**config.mk**
```make
export PLATFORM = sky130hd
export DESIGN_NAME = vga_timing_flat
export DESIGN_NICKNAME = d
export VERILOG_FILES = /design/src/rtl/vga_timing_if.sv /design/src/rtl/vga_timing.sv /design/src/flat_wrapper.sv
export SDC_FILE = /design/constraint.sdc
export NUM_CORES = 1
export LEC_CHECK = 0
export CORE_ASPECT_RATIO = 0.7
export CORE_MARGIN = 3
export CORE_UTILIZATION = 40
export CTS_CLUSTER_SIZE = 28
export DETAILED_ROUTE_END_ITERATION = 6
export RECOVER_POWER = 25
export SYNTH_ARGS = -nofsm -noshare
export SYNTH_HDL_FRONTEND = slang
export SYNTH_SLANG_ARGS = --single-unit
```
**constraint.sdc**
```tcl
create_clock -name clk -period 2.6 [get_ports clk]
set_input_delay 0.52 -clock clk [delete_from_list [all_inputs] [get_ports clk]]
set_output_delay 0.52 -clock clk [all_outputs]
set_load 0.02 [all_outputs]
```
**src/rtl/vga_timing_if.sv**
```systemverilog
// Pixel-pipeline side of the raster timing generator: tick in, syncs/strobes out.
// Coordinate outputs exist only when VGA_TIMING_COORD_EN is defined.
interface vga_timing_if;
  logic        i_tick;
  logic        o_hsync;
  logic        o_vsync;
  logic        o_enable;
  logic        o_newline;
  logic        o_newframe;
`ifdef VGA_TIMING_COORD_EN
  logic [11:0] o_x;
  logic [11:0] o_y;

  modport master (input i_tick,
                  output o_hsync, o_vsync, o_enable, o_newline, o_newframe, o_x, o_y);
  modport slave  (output i_tick,
                  input o_hsync, o_vsync, o_enable, o_newline, o_newframe, o_x, o_y);
`else
  modport master (input i_tick,
                  output o_hsync, o_vsync, o_enable, o_newline, o_newframe);
  modport slave  (output i_tick,
                  input o_hsync, o_vsync, o_enable, o_newline, o_newframe);
`endif
endinterface

```
**src/rtl/vga_timing.sv**
```systemverilog
// Raster timing generator: h/v position counters advanced on the pixel tick, registered
// syncs and one-clk strobes. Optional o_x/o_y coordinate outputs under VGA_TIMING_COORD_EN.
module vga_timing #(
  parameter int H_ACTIVE = 640,
  parameter int H_FRONT  = 16,
  parameter int H_SYNC   = 96,
  parameter int H_BACK   = 48,
  parameter int V_ACTIVE = 480,
  parameter int V_FRONT  = 10,
  parameter int V_SYNC   = 2,
  parameter int V_BACK   = 33,
  parameter bit SYNC_POL = 1'b0
) (
  input  logic         clk,
  input  logic         rst,
  vga_timing_if.master vif
);

  localparam int H_TOTAL = H_ACTIVE + H_FRONT + H_SYNC + H_BACK;
  localparam int V_TOTAL = V_ACTIVE + V_FRONT + V_SYNC + V_BACK;

  // 13-bit limits so a window ending exactly at 4096 still compares correctly
  localparam logic [12:0] H_ACT  = 13'(H_ACTIVE);
  localparam logic [12:0] HS_BEG = 13'(H_ACTIVE + H_FRONT);
  localparam logic [12:0] HS_END = 13'(H_ACTIVE + H_FRONT + H_SYNC);
  localparam logic [12:0] H_LST  = 13'(H_TOTAL - 1);
  localparam logic [12:0] V_ACT  = 13'(V_ACTIVE);
  localparam logic [12:0] VS_BEG = 13'(V_ACTIVE + V_FRONT);
  localparam logic [12:0] VS_END = 13'(V_ACTIVE + V_FRONT + V_SYNC);
  localparam logic [12:0] V_LST  = 13'(V_TOTAL - 1);

  logic [11:0] h, v;
  logic [12:0] h_ext, v_ext;
  logic        h_last, v_last;
  logic        hsync_q, vsync_q, enable_q, newline_q, newframe_q;

  assign h_ext  = {1'b0, h};
  assign v_ext  = {1'b0, v};
  assign h_last = (h_ext == H_LST);
  assign v_last = (v_ext == V_LST);

  always_ff @(posedge clk or negedge rst) begin
    if (!rst) begin
      h          <= '0;
      v          <= '0;
      enable_q   <= 1'b0;
      newline_q  <= 1'b0;
      newframe_q <= 1'b0;
      hsync_q    <= ~SYNC_POL;
      vsync_q    <= ~SYNC_POL;
    end else if (vif.i_tick) begin
      enable_q   <= (h_ext < H_ACT) && (v_ext < V_ACT);
      newline_q  <= h_last;
      newframe_q <= h_last && v_last;
      hsync_q    <= ((h_ext >= HS_BEG) && (h_ext < HS_END)) ? SYNC_POL : ~SYNC_POL;
      vsync_q    <= ((v_ext >= VS_BEG) && (v_ext < VS_END)) ? SYNC_POL : ~SYNC_POL;
      if (h_last) begin
        h <= '0;
        v <= v_last ? 12'd0 : v + 12'd1;
      end else begin
        h <= h + 12'd1;
      end
    end else begin
      // between ticks only the strobes drop; syncs and position hold
      enable_q   <= 1'b0;
      newline_q  <= 1'b0;
      newframe_q <= 1'b0;
    end
  end

  assign vif.o_hsync    = hsync_q;
  assign vif.o_vsync    = vsync_q;
  assign vif.o_enable   = enable_q;
  assign vif.o_newline  = newline_q;
  assign vif.o_newframe = newframe_q;

`ifdef VGA_TIMING_COORD_EN
  logic [11:0] x_q, y_q;

  always_ff @(posedge clk or negedge rst) begin
    if (!rst) begin
      x_q <= '0;
      y_q <= '0;
    end else if (vif.i_tick) begin
      x_q <= h;
      y_q <= v;
    end
  end

  assign vif.o_x = x_q;
  assign vif.o_y = y_q;
`endif

endmodule

```
**src/flat_wrapper.sv**
```systemverilog
// flat-port wrapper written by rule: the top's interface ports become plain ports
module vga_timing_flat 
#(
  parameter int H_ACTIVE = 640,
  parameter int H_FRONT  = 16,
  parameter int H_SYNC   = 96,
  parameter int H_BACK   = 48,
  parameter int V_ACTIVE = 480,
  parameter int V_FRONT  = 10,
  parameter int V_SYNC   = 2,
  parameter int V_BACK   = 33,
  parameter bit SYNC_POL = 1'b0
)
  (clk, rst, vif_i_tick, vif_o_hsync, vif_o_vsync, vif_o_enable, vif_o_newline, vif_o_newframe);
  vga_timing_if vif_i ();
  input  logic clk;
  input  logic rst;
  input wire logic [$bits(vif_i.i_tick)-1:0] vif_i_tick;
  output wire logic [$bits(vif_i.o_hsync)-1:0] vif_o_hsync;
  output wire logic [$bits(vif_i.o_vsync)-1:0] vif_o_vsync;
  output wire logic [$bits(vif_i.o_enable)-1:0] vif_o_enable;
  output wire logic [$bits(vif_i.o_newline)-1:0] vif_o_newline;
  output wire logic [$bits(vif_i.o_newframe)-1:0] vif_o_newframe;
  assign vif_i.i_tick = vif_i_tick;
  assign vif_o_hsync = vif_i.o_hsync;
  assign vif_o_vsync = vif_i.o_vsync;
  assign vif_o_enable = vif_i.o_enable;
  assign vif_o_newline = vif_i.o_newline;
  assign vif_o_newframe = vif_i.o_newframe;
  vga_timing #(.H_ACTIVE(H_ACTIVE), .H_FRONT(H_FRONT), .H_SYNC(H_SYNC), .H_BACK(H_BACK), .V_ACTIVE(V_ACTIVE), .V_FRONT(V_FRONT), .V_SYNC(V_SYNC), .V_BACK(V_BACK), .SYNC_POL(SYNC_POL)) u_core (.clk(clk), .rst(rst), .vif(vif_i));
endmodule
```
==> run summary, run 1 <==
Initial antenna violation count - 0
Arr. time, crit path - 2.26 ns
Power Dens Cells - 687 nW/um^2
Share of layout cells above drive strength 1 - 0.118
Final instance area - 1690 sq um
CTS tree - done
Slew HR - 0.599
Predominant post-synthesis flop cell - dfrtp_1
Total track usage - 0.145
Clock Pin Slew Worst Setup and Hold Paths - 0.06 ns
Final setup viols - 0
RR Endpoint - u_core.v[4]$_DFFE_PN0P_
ANT cells - 0
Hpwl dp - 1.92 mm
Placement Rows - 17
Vias - 1,041
Post-CTS setup buffers - 0
Largest net degree at the start of global routing - 30
Post-synthesis sequential area ratio - 0.501
P&R area growth vs syn - 16.4%
Most frequent cells in the layout - dfrtp_1, nand2_1, nor2_1
Leakage - 0.744 nW
Final hold violation count - 0
Worst Path Max Fanout - 17
Period utilization - 0.809
Most common cell after layout, fill and taps aside - dfrtp_1
Crit. End Element - register
Root Driver - clkbuf_8
Gpl congestion - 0.866
Die area - 4410 sq um
Post-route ant nets - 0
Hold_buf cts - 0
Die height - 56.4 microns
CP Launch Type - register
Peak VDD IR - 282 uV
Critical path class - register to register
Max cap viols - 0
Die Width - 78.1 microns
RR Startpoint - u_core.h[6]$_DFFE_PN0P_
R2r setup slk - 0.50 ns
Yosys cell types - 36
Outcome - finished clean
Fillers - 311
Fmax - 476 MHz
Clock skew - 0.00312 ns
IO Count - 8
Cells on Worst Hold Path - 2
Worst R2R Path Depth - 5
CTS Buffer Depth - 2
Detailed Route Iter0 Violations - 76
H-tree Lvls - 2
Clock sinks - 29
Syn avg cell area - 10.6 sq um
YS warnings - 0
DRC errors left - 0
Crit path required time - 2.76 ns
Layout Nets - 158
Post-DR wirelength/cell - 13.5 microns
Cell count after synthesis - 137
Initial core utilization - 0.438
Post-DR vias/cell - 5.23
Mapped Area - 1450 sq um
Post-CTS resize count - 0
DR pass1 iterations - 4
DP Area - 1580 sq um
Core area - 3320 sq um
Yosys reg bits - 29
Final design utilization - 0.510
Global route overflow - 0
Routed wire length - 2.69 mm
Setup TNS - 0 ns
Worst Max-Slew Pin Slew - 0.597 ns
Clock latency on the worst-skew pair - 0.27 ns
Port bufs - 7
Final slew viol count - 0
RSZ-0062 raised after global routing - false
Post-synth EDFFs - 0
Power, Total - 1.16 mW
Syn_nets - 144
Vias in the first global route - 1,009
Hold Path Class - register to register
Crit path time final - 2.10 ns
Total CTS buffers - 5
First-pass GRT wire length - 4.88 mm
Hold path endpoint - u_core.vif.o_hsync$_DFFE_PN1P_
Min-delay src - u_core.vif.o_hsync$_DFFE_PN1P_
Ys async rst share - 1.00
==> layer usage <==
metal  part of all wire  wire (microns)  GRT usage
met5                  0               0          0
met4              0.015              40     0.0673
met3              0.048             129     0.0513
met2               0.40            1070      0.179
met1               0.54            1450      0.218
==> kinds of logic (layout without fill, tap and decap cells) <==
kind of cell | Yosys count | count (layout) | share of synthesized area
buffers and inverters | 8 | 23 | 0.0344
adder cells (fa/ha/maj) | 4 | 4 | 0.0344
AND/OR/NAND/NOR | 64 | 64 | 0.250
multiplexers | 4 | 4 | 0.0310
AO/OA/AOI/OAI | 13 | 13 | 0.0585
XOR/XNOR | 15 | 15 | 0.0904
flip-flops | 29 | 29 | 0.501
==> worst max path at each step <==
stage                       startpoint                 endpoint  slack (ns)  depth (start not counted)
6_report       u_core.h[6]$_DFFE_PN0P_  u_core.v[4]$_DFFE_PN0P_        0.50                          5
4_1_cts        u_core.h[6]$_DFFE_PN0P_  u_core.v[4]$_DFFE_PN0P_        0.50                          5
5_1_grt                     vif_i_tick  u_core.h[9]$_DFFE_PN0P_        0.42                          6
3_3_place_gp                vif_i_tick  u_core.v[4]$_DFFE_PN0P_        0.29                          6
3_5_place_dp                vif_i_tick  u_core.v[4]$_DFFE_PN0P_        0.28                          6
2_1_floorplan  u_core.h[6]$_DFFE_PN0P_  u_core.v[4]$_DFFE_PN0P_        0.65                          5
==> cell usage after synthesis (3+ instances only) <==
master	n	area [sq um]
dfrtp_1	27	676
inv_1	5	18.8
nor3_1	5	25.0
a31oi_1	3	18.8
nand3_1	6	30.0
mux2i_1	3	30.0
nand4_1	6	37.5
ha_1	4	50.1
nand2_1	15	56.3
xor2_1	4	35.0
nor2_1	14	52.6
o21ai_0	3	15.0
xnor2_1	11	96.3
==> flip-flops by register name, summed over array words and instances, names as in the netlist <==
signal and count:
u_core.vif.o_newline 1, u_core.vif.o_vsync 1, u_core.vif.o_enable 1, u_core.vif.o_hsync 1
u_core.vif.o_newframe 1, u_core.v 12, u_core.h 12
==> report_power, final <==
group / internal [mW] / leakage, nW / switching (mW) / total [mW]
registers: 0.497 / 0.374 / 0.0674 / 0.564
logic: 0.0625 / 0.312 / 0.0614 / 0.124
clock network: 0.312 / 0.0585 / 0.162 / 0.474
total: 0.871 / 0.744 / 0.291 / 1.16
==> worst max-delay path, cell delays in order (launching register included) <==
cell      delay (ns)
dfrtp_1         0.45
or4_4           0.57
or3_4           0.44
clkinv_4        0.13
nand3_2         0.09
mux2_4          0.30
==> cell type report <==
class,count,area (sq um),area share
clock buffers,7,86.3,0.0510
clock inverters,1,30.0,0.0178
inverters,6,27.5,0.0163
multi-input cells,100,676,0.399
flip-flops and latches,29,728,0.430
well taps,47,58.8,0.0348
repair buffers,9,85.1,0.0503
==> per-stage QoR <==
| step | std cells | worst slack (ns) | hold WS, ns |
|---|---|---|---|
| after floorplan | 137 | 0.646 | 0.224 |
| after global placement | 191 | 0.287 | 0.487 |
| after detailed placement | 191 | 0.281 | 0.491 |
| after CTS | 199 | 0.496 | 0.503 |
| after global routing | 199 | 0.423 | 0.521 |
| final | 199 | 0.498 | 0.501 |
(Power assumes the default switching activity.)
==> run 2, diff against run 1 <==
==> constraint.sdc (replaced) <==
create_clock -name clk -period 2.05 [get_ports clk]
set_input_delay 0.41 -clock clk [delete_from_list [all_inputs] [get_ports clk]]
set_output_delay 0.41 -clock clk [all_outputs]
set_load 0.02 [all_outputs]
==> run summary, run 2 (synthesized netlist as in run 1, its figures left out) <==
Layout Nets - 168
Hold Path Class - register to register
Clock skew - 0.00382 ns
Post-DR wirelength/cell - 13.7 microns
Fmax - 509 MHz
Hpwl dp - 2.09 mm
Post-DR vias/cell - 5.09
Total track usage - 0.151
IO Count - 8
Crit-path cells - or4_4 -> or3_4 -> clkinv_4 -> nand3_2 -> mux2_4
Share of layout cells above drive strength 1 - 0.167
Clock sinks - 29
Hold_buf cts - 0
Hold Worst Slack - 0.497 ns
Detailed Route Iter0 Violations - 63
Arr. time, crit path - 2.13 ns
Worst Max-Slew Pin Slew - 0.709 ns
Routed wire length - 2.87 mm
Max cap viols - 0
Crit path time final - 1.96 ns
Core area - 3320 sq um
Power Dens Cells - 783 nW/um^2
Fillers - 306
Port bufs - 7
Die height - 56.4 microns
Initial core utilization - 0.438
Crit. End Element - register
Crit path required time - 2.21 ns
DR pass1 iterations - 4
Die Width - 78.1 microns
Setup TNS - 0 ns
Max stage delay on crit path - 0.55 ns
CP Launch Type - register
Leakage - 0.782 nW
P&R area growth vs syn - 19.5%
Slew HR - 0.527
Clock Pin Slew Worst Setup and Hold Paths - 0.06 ns
Global route overflow - 0
RR Startpoint - u_core.h[6]$_DFFE_PN0P_
Final slew viol count - 0
First-pass GRT wire length - 5.00 mm
Slowest library cell on the worst path - or4_4
Placement Rows - 17
Total CTS buffers - 5
ANT cells - 0
RSZ-0062 raised after global routing - false
DP Area - 1650 sq um
Post-route ant nets - 0
Final setup viols - 0
CTS tree - done
Setup crit start - u_core.h[6]$_DFFE_PN0P_
Gpl congestion - 0.851
DRC errors left - 0
Critical path class - register to register
Period utilization - 0.957
Clock latency on the worst-skew pair - 0.28 ns
CTS Buffer Depth - 2
Most common cell after layout, fill and taps aside - dfrtp_1
Post-CTS setup buffers - 0
H-tree Lvls - 2
Initial antenna violation count - 0
Vias - 1,064
Outcome - finished clean
Most frequent cells in the layout - dfrtp_1, nand2_1, nor2_1
Final instance area - 1740 sq um
Worst Path Max Fanout - 9
Power, Total - 1.36 mW
Die area - 4410 sq um
Peak VDD IR - 360 uV
Largest net degree at the start of global routing - 30
Min-delay src - u_core.vif.o_hsync$_DFFE_PN1P_
Root Driver - clkbuf_8
Vias in the first global route - 1,035
Final hold violation count - 0
Biggest regs - u_core.h: 12 flops, u_core.v: 12 flops
Post-CTS resize count - 0
[run 2: layout make-up]
type / count / area, sq um / share of cell area
clock buffer: 8 / 90.1 / 0.0518
sequential: 29 / 728 / 0.419
timing repair buffer: 19 / 158 / 0.0907
inverter: 6 / 27.5 / 0.0158
multi-input combinational: 100 / 676 / 0.389
tap: 47 / 58.8 / 0.0338
[run 2: per-stage QoR]
stage          utilization  instances  setup WS, ns
6_report             0.524        209        0.0872
5_1_grt              0.524        209       0.00645
4_1_cts              0.525        209        0.0901
3_5_place_dp         0.497        201        0.0189
3_3_place_gp         0.497        201        0.0100
2_1_floorplan            -        137        0.0960
[run 2: report_power, final]
part / internal [mW] / switching (mW) / leakage (nW)
Clock: 0.273 / 0.206 / 0.0455
Sequential: 0.630 / 0.0753 / 0.374
Combinational: 0.0904 / 0.0859 / 0.363
[run 2: metal layers]
| layer | global-route usage | up-vias | routed length (microns) |
|---|---|---|---|
| li1 | - | 529 | - |
| met1 | 0.227 | 508 | 1530 |
| met2 | 0.187 | 22 | 1120 |
| met3 | 0.0513 | 5 | 174 |
| met4 | 0.0773 | 0 | 48 |
| met5 | 0 | - | 0 |
[run 2: worst max-delay path, delay by kind of cell (launching register included)]
| kind | cells | cell delay, ns |
|---|---|---|
| buf+inv | 1 | 0.10 |
| flops | 1 | 0.38 |
| mux | 1 | 0.30 |
| simple gates | 3 | 1.06 |
[run 2: path summary, 6_finish.rpt]
check	to	slack (ns)	cells after the start
worst max-delay path	u_core.v[4]$_DFFE_PN0P_	0.09	5
worst min-delay path	u_core.vif.o_hsync$_DFFE_PN1P_	0.50	2
worst max register to register	u_core.v[4]$_DFFE_PN0P_	0.09	5
worst min register to register	u_core.vif.o_hsync$_DFFE_PN1P_	0.50	2
max in group asynchronous	u_core.v[10]$_DFFE_PN0P_	0.89	2
min in group asynchronous	u_core.v[5]$_DFFE_PN0P_	0.71	2
==> run 3, diff against run 2 <==
--- a/config.mk
+++ b/config.mk
@@ -10,6 +10,7 @@
 export CORE_UTILIZATION = 40
 export CTS_CLUSTER_SIZE = 28
 export DETAILED_ROUTE_END_ITERATION = 6
+export PLACE_DENSITY_LB_ADDON = 0.3
 export RECOVER_POWER = 25
 export SYNTH_ARGS = -nofsm -noshare
 export SYNTH_HDL_FRONTEND = slang
==> run summary, run 3 (synthesized netlist as in run 1, its figures left out) <==
Outcome - finished clean
Biggest regs - u_core.h: 12 flops, u_core.v: 12 flops
P_int - 952 uW
Clock latency on the worst-skew pair - 0.28 ns
P&R area growth vs syn - 17.5%
Core area - 3320 sq um
Switching part of the total - 0.285
Hpwl dp - 2.06 mm
Placement Rows - 17
Slew HR - 0.527
Max cap viols - 0
Post-CTS setup buffers - 0
Crit path required time - 2.22 ns
DR pass1 iterations - 4
Worst Path Max Fanout - 11
Clock share of power - 0.335
Global route overflow - 0
Crit path time final - 1.96 ns
Layout Nets - 165
Die area - 4410 sq um
Arr. time, crit path - 2.13 ns
Slowest library cell on the worst path - or4_4
Period utilization - 0.955
Peak VDD IR - 362 uV
Fmax - 511 MHz
Largest net degree at the start of global routing - 30
Most common cell after layout, fill and taps aside - dfrtp_1
Setup TNS - 0 ns
Power Dens Cells - 780 nW/um^2
Total track usage - 0.147
Initial antenna violation count - 0
Clock Pin Slew Worst Setup and Hold Paths - 0.06 ns
Critical path class - register to register
Root Driver - clkbuf_8
Seq pwr share - 0.532
Post-CTS resize count - 0
Share of layout cells above drive strength 1 - 0.157
Most frequent cells in the layout - dfrtp_1, nand2_1, nor2_1
CTS tree - done
Port bufs - 7
Clock sinks - 29
RSZ-0062 raised after global routing - false
CP Launch Type - register
Initial core utilization - 0.438
IO Count - 8
Routed wire length - 2.82 mm
Logic gate share of total power - 0.133
Hold Path Class - register to register
DRC errors left - 0
Worst R2R Path Depth - 5
Crit. End Element - register
Post-DR wirelength/cell - 13.7 microns
Worst Max-Slew Pin Slew - 0.710 ns
Clock skew - 0.00724 ns
Vias in the first global route - 1,046
Vias - 1,084
Gpl congestion - 0.864
H-tree Lvls - 2
Final design utilization - 0.515
Final hold violation count - 0
Total CTS buffers - 5
Die height - 56.4 microns
Cells on Worst Hold Path - 2
Die Width - 78.1 microns
Leakage - 0.765 nW
Final setup viols - 0
ANT cells - 0
Detailed Route Iter0 Violations - 70
Net Sw Power - 380 uW
Hold_buf cts - 0
Crit-path cells - or4_4 -> or3_4 -> clkinv_4 -> nand3_2 -> mux2_4
Post-DR vias/cell - 5.26
Final slew viol count - 0
Max stage delay on crit path - 0.54 ns
CTS Buffer Depth - 2
Post-route ant nets - 0
First-pass GRT wire length - 4.91 mm
-- run 3: changes by cell type in the layout (fill, tap and decap cells not counted), sizes merged --
cell / delta
clkbuf: -2
buf: -3
clkinv: +2
-- run 3: power groups by stage --
stage	sequential [mW]	clock, mW	combinational [mW]
detailed placement	0.718	0	0.177
global placement	0.714	0	0.170
floorplan	0.702	0	0.118
CTS	0.709	0.460	0.183
global route	0.721	0.488	0.203
finish	0.709	0.447	0.177
-- run 3: critical path: cells and delay by family, from the launching register on --
| kind | cells | cell delay, ns |
|---|---|---|
| buffers and inverters | 1 | 0.11 |
| and+or+nand+nor | 3 | 1.05 |
| DFF | 1 | 0.38 |
| muxes | 1 | 0.30 |
-- run 3: area by class of cell --
class,count,area [sq um]
Fill cell,323,1610
Sequential cell,29,728
Multi-Input combinational cell,100,676
Timing Repair Buffer,16,135
Clock buffer,6,72.6
Tap cell,47,58.8
Inverter,6,27.5
Clock inverter,2,10.0
-- run 3: worst paths after layout --
kind                                                     start                             end  slack (ns)
worst max-delay path                   u_core.h[6]$_DFFE_PN0P_         u_core.v[4]$_DFFE_PN0P_        0.09
worst min-delay path            u_core.vif.o_vsync$_DFFE_PN1P_  u_core.vif.o_vsync$_DFFE_PN1P_        0.49
worst max register to register         u_core.h[6]$_DFFE_PN0P_         u_core.v[4]$_DFFE_PN0P_        0.09
worst min register to register  u_core.vif.o_vsync$_DFFE_PN1P_  u_core.vif.o_vsync$_DFFE_PN1P_        0.49
max in group asynchronous                                  rst         u_core.v[3]$_DFFE_PN0P_        0.89
min in group asynchronous                                  rst   u_core.vif.o_enable$_DFF_PN0_        0.70
-- run 3: per-stage QoR --
stage | total power, mW | setup WS, ns | cell area [sq um] | cells | hold WS, ns
after floorplan | 0.820 | 0.0960 | 1450 | 137 | 0.114
after global placement | 0.884 | 0.0302 | 1630 | 198 | 0.481
after detailed placement | 0.895 | 0.00995 | 1630 | 198 | 0.488
after CTS | 1.35 | 0.0878 | 1710 | 206 | 0.492
after global routing | 1.41 | 0.0316 | 1710 | 206 | 0.526
final | 1.33 | 0.0925 | 1710 | 206 | 0.491
-- run 3: layer usage --
layer  GRT usage  routed length, microns
met5           0                       0
met4      0.0848                      38
met1       0.187                    1320
met2       0.217                    1330
met3      0.0481                     132
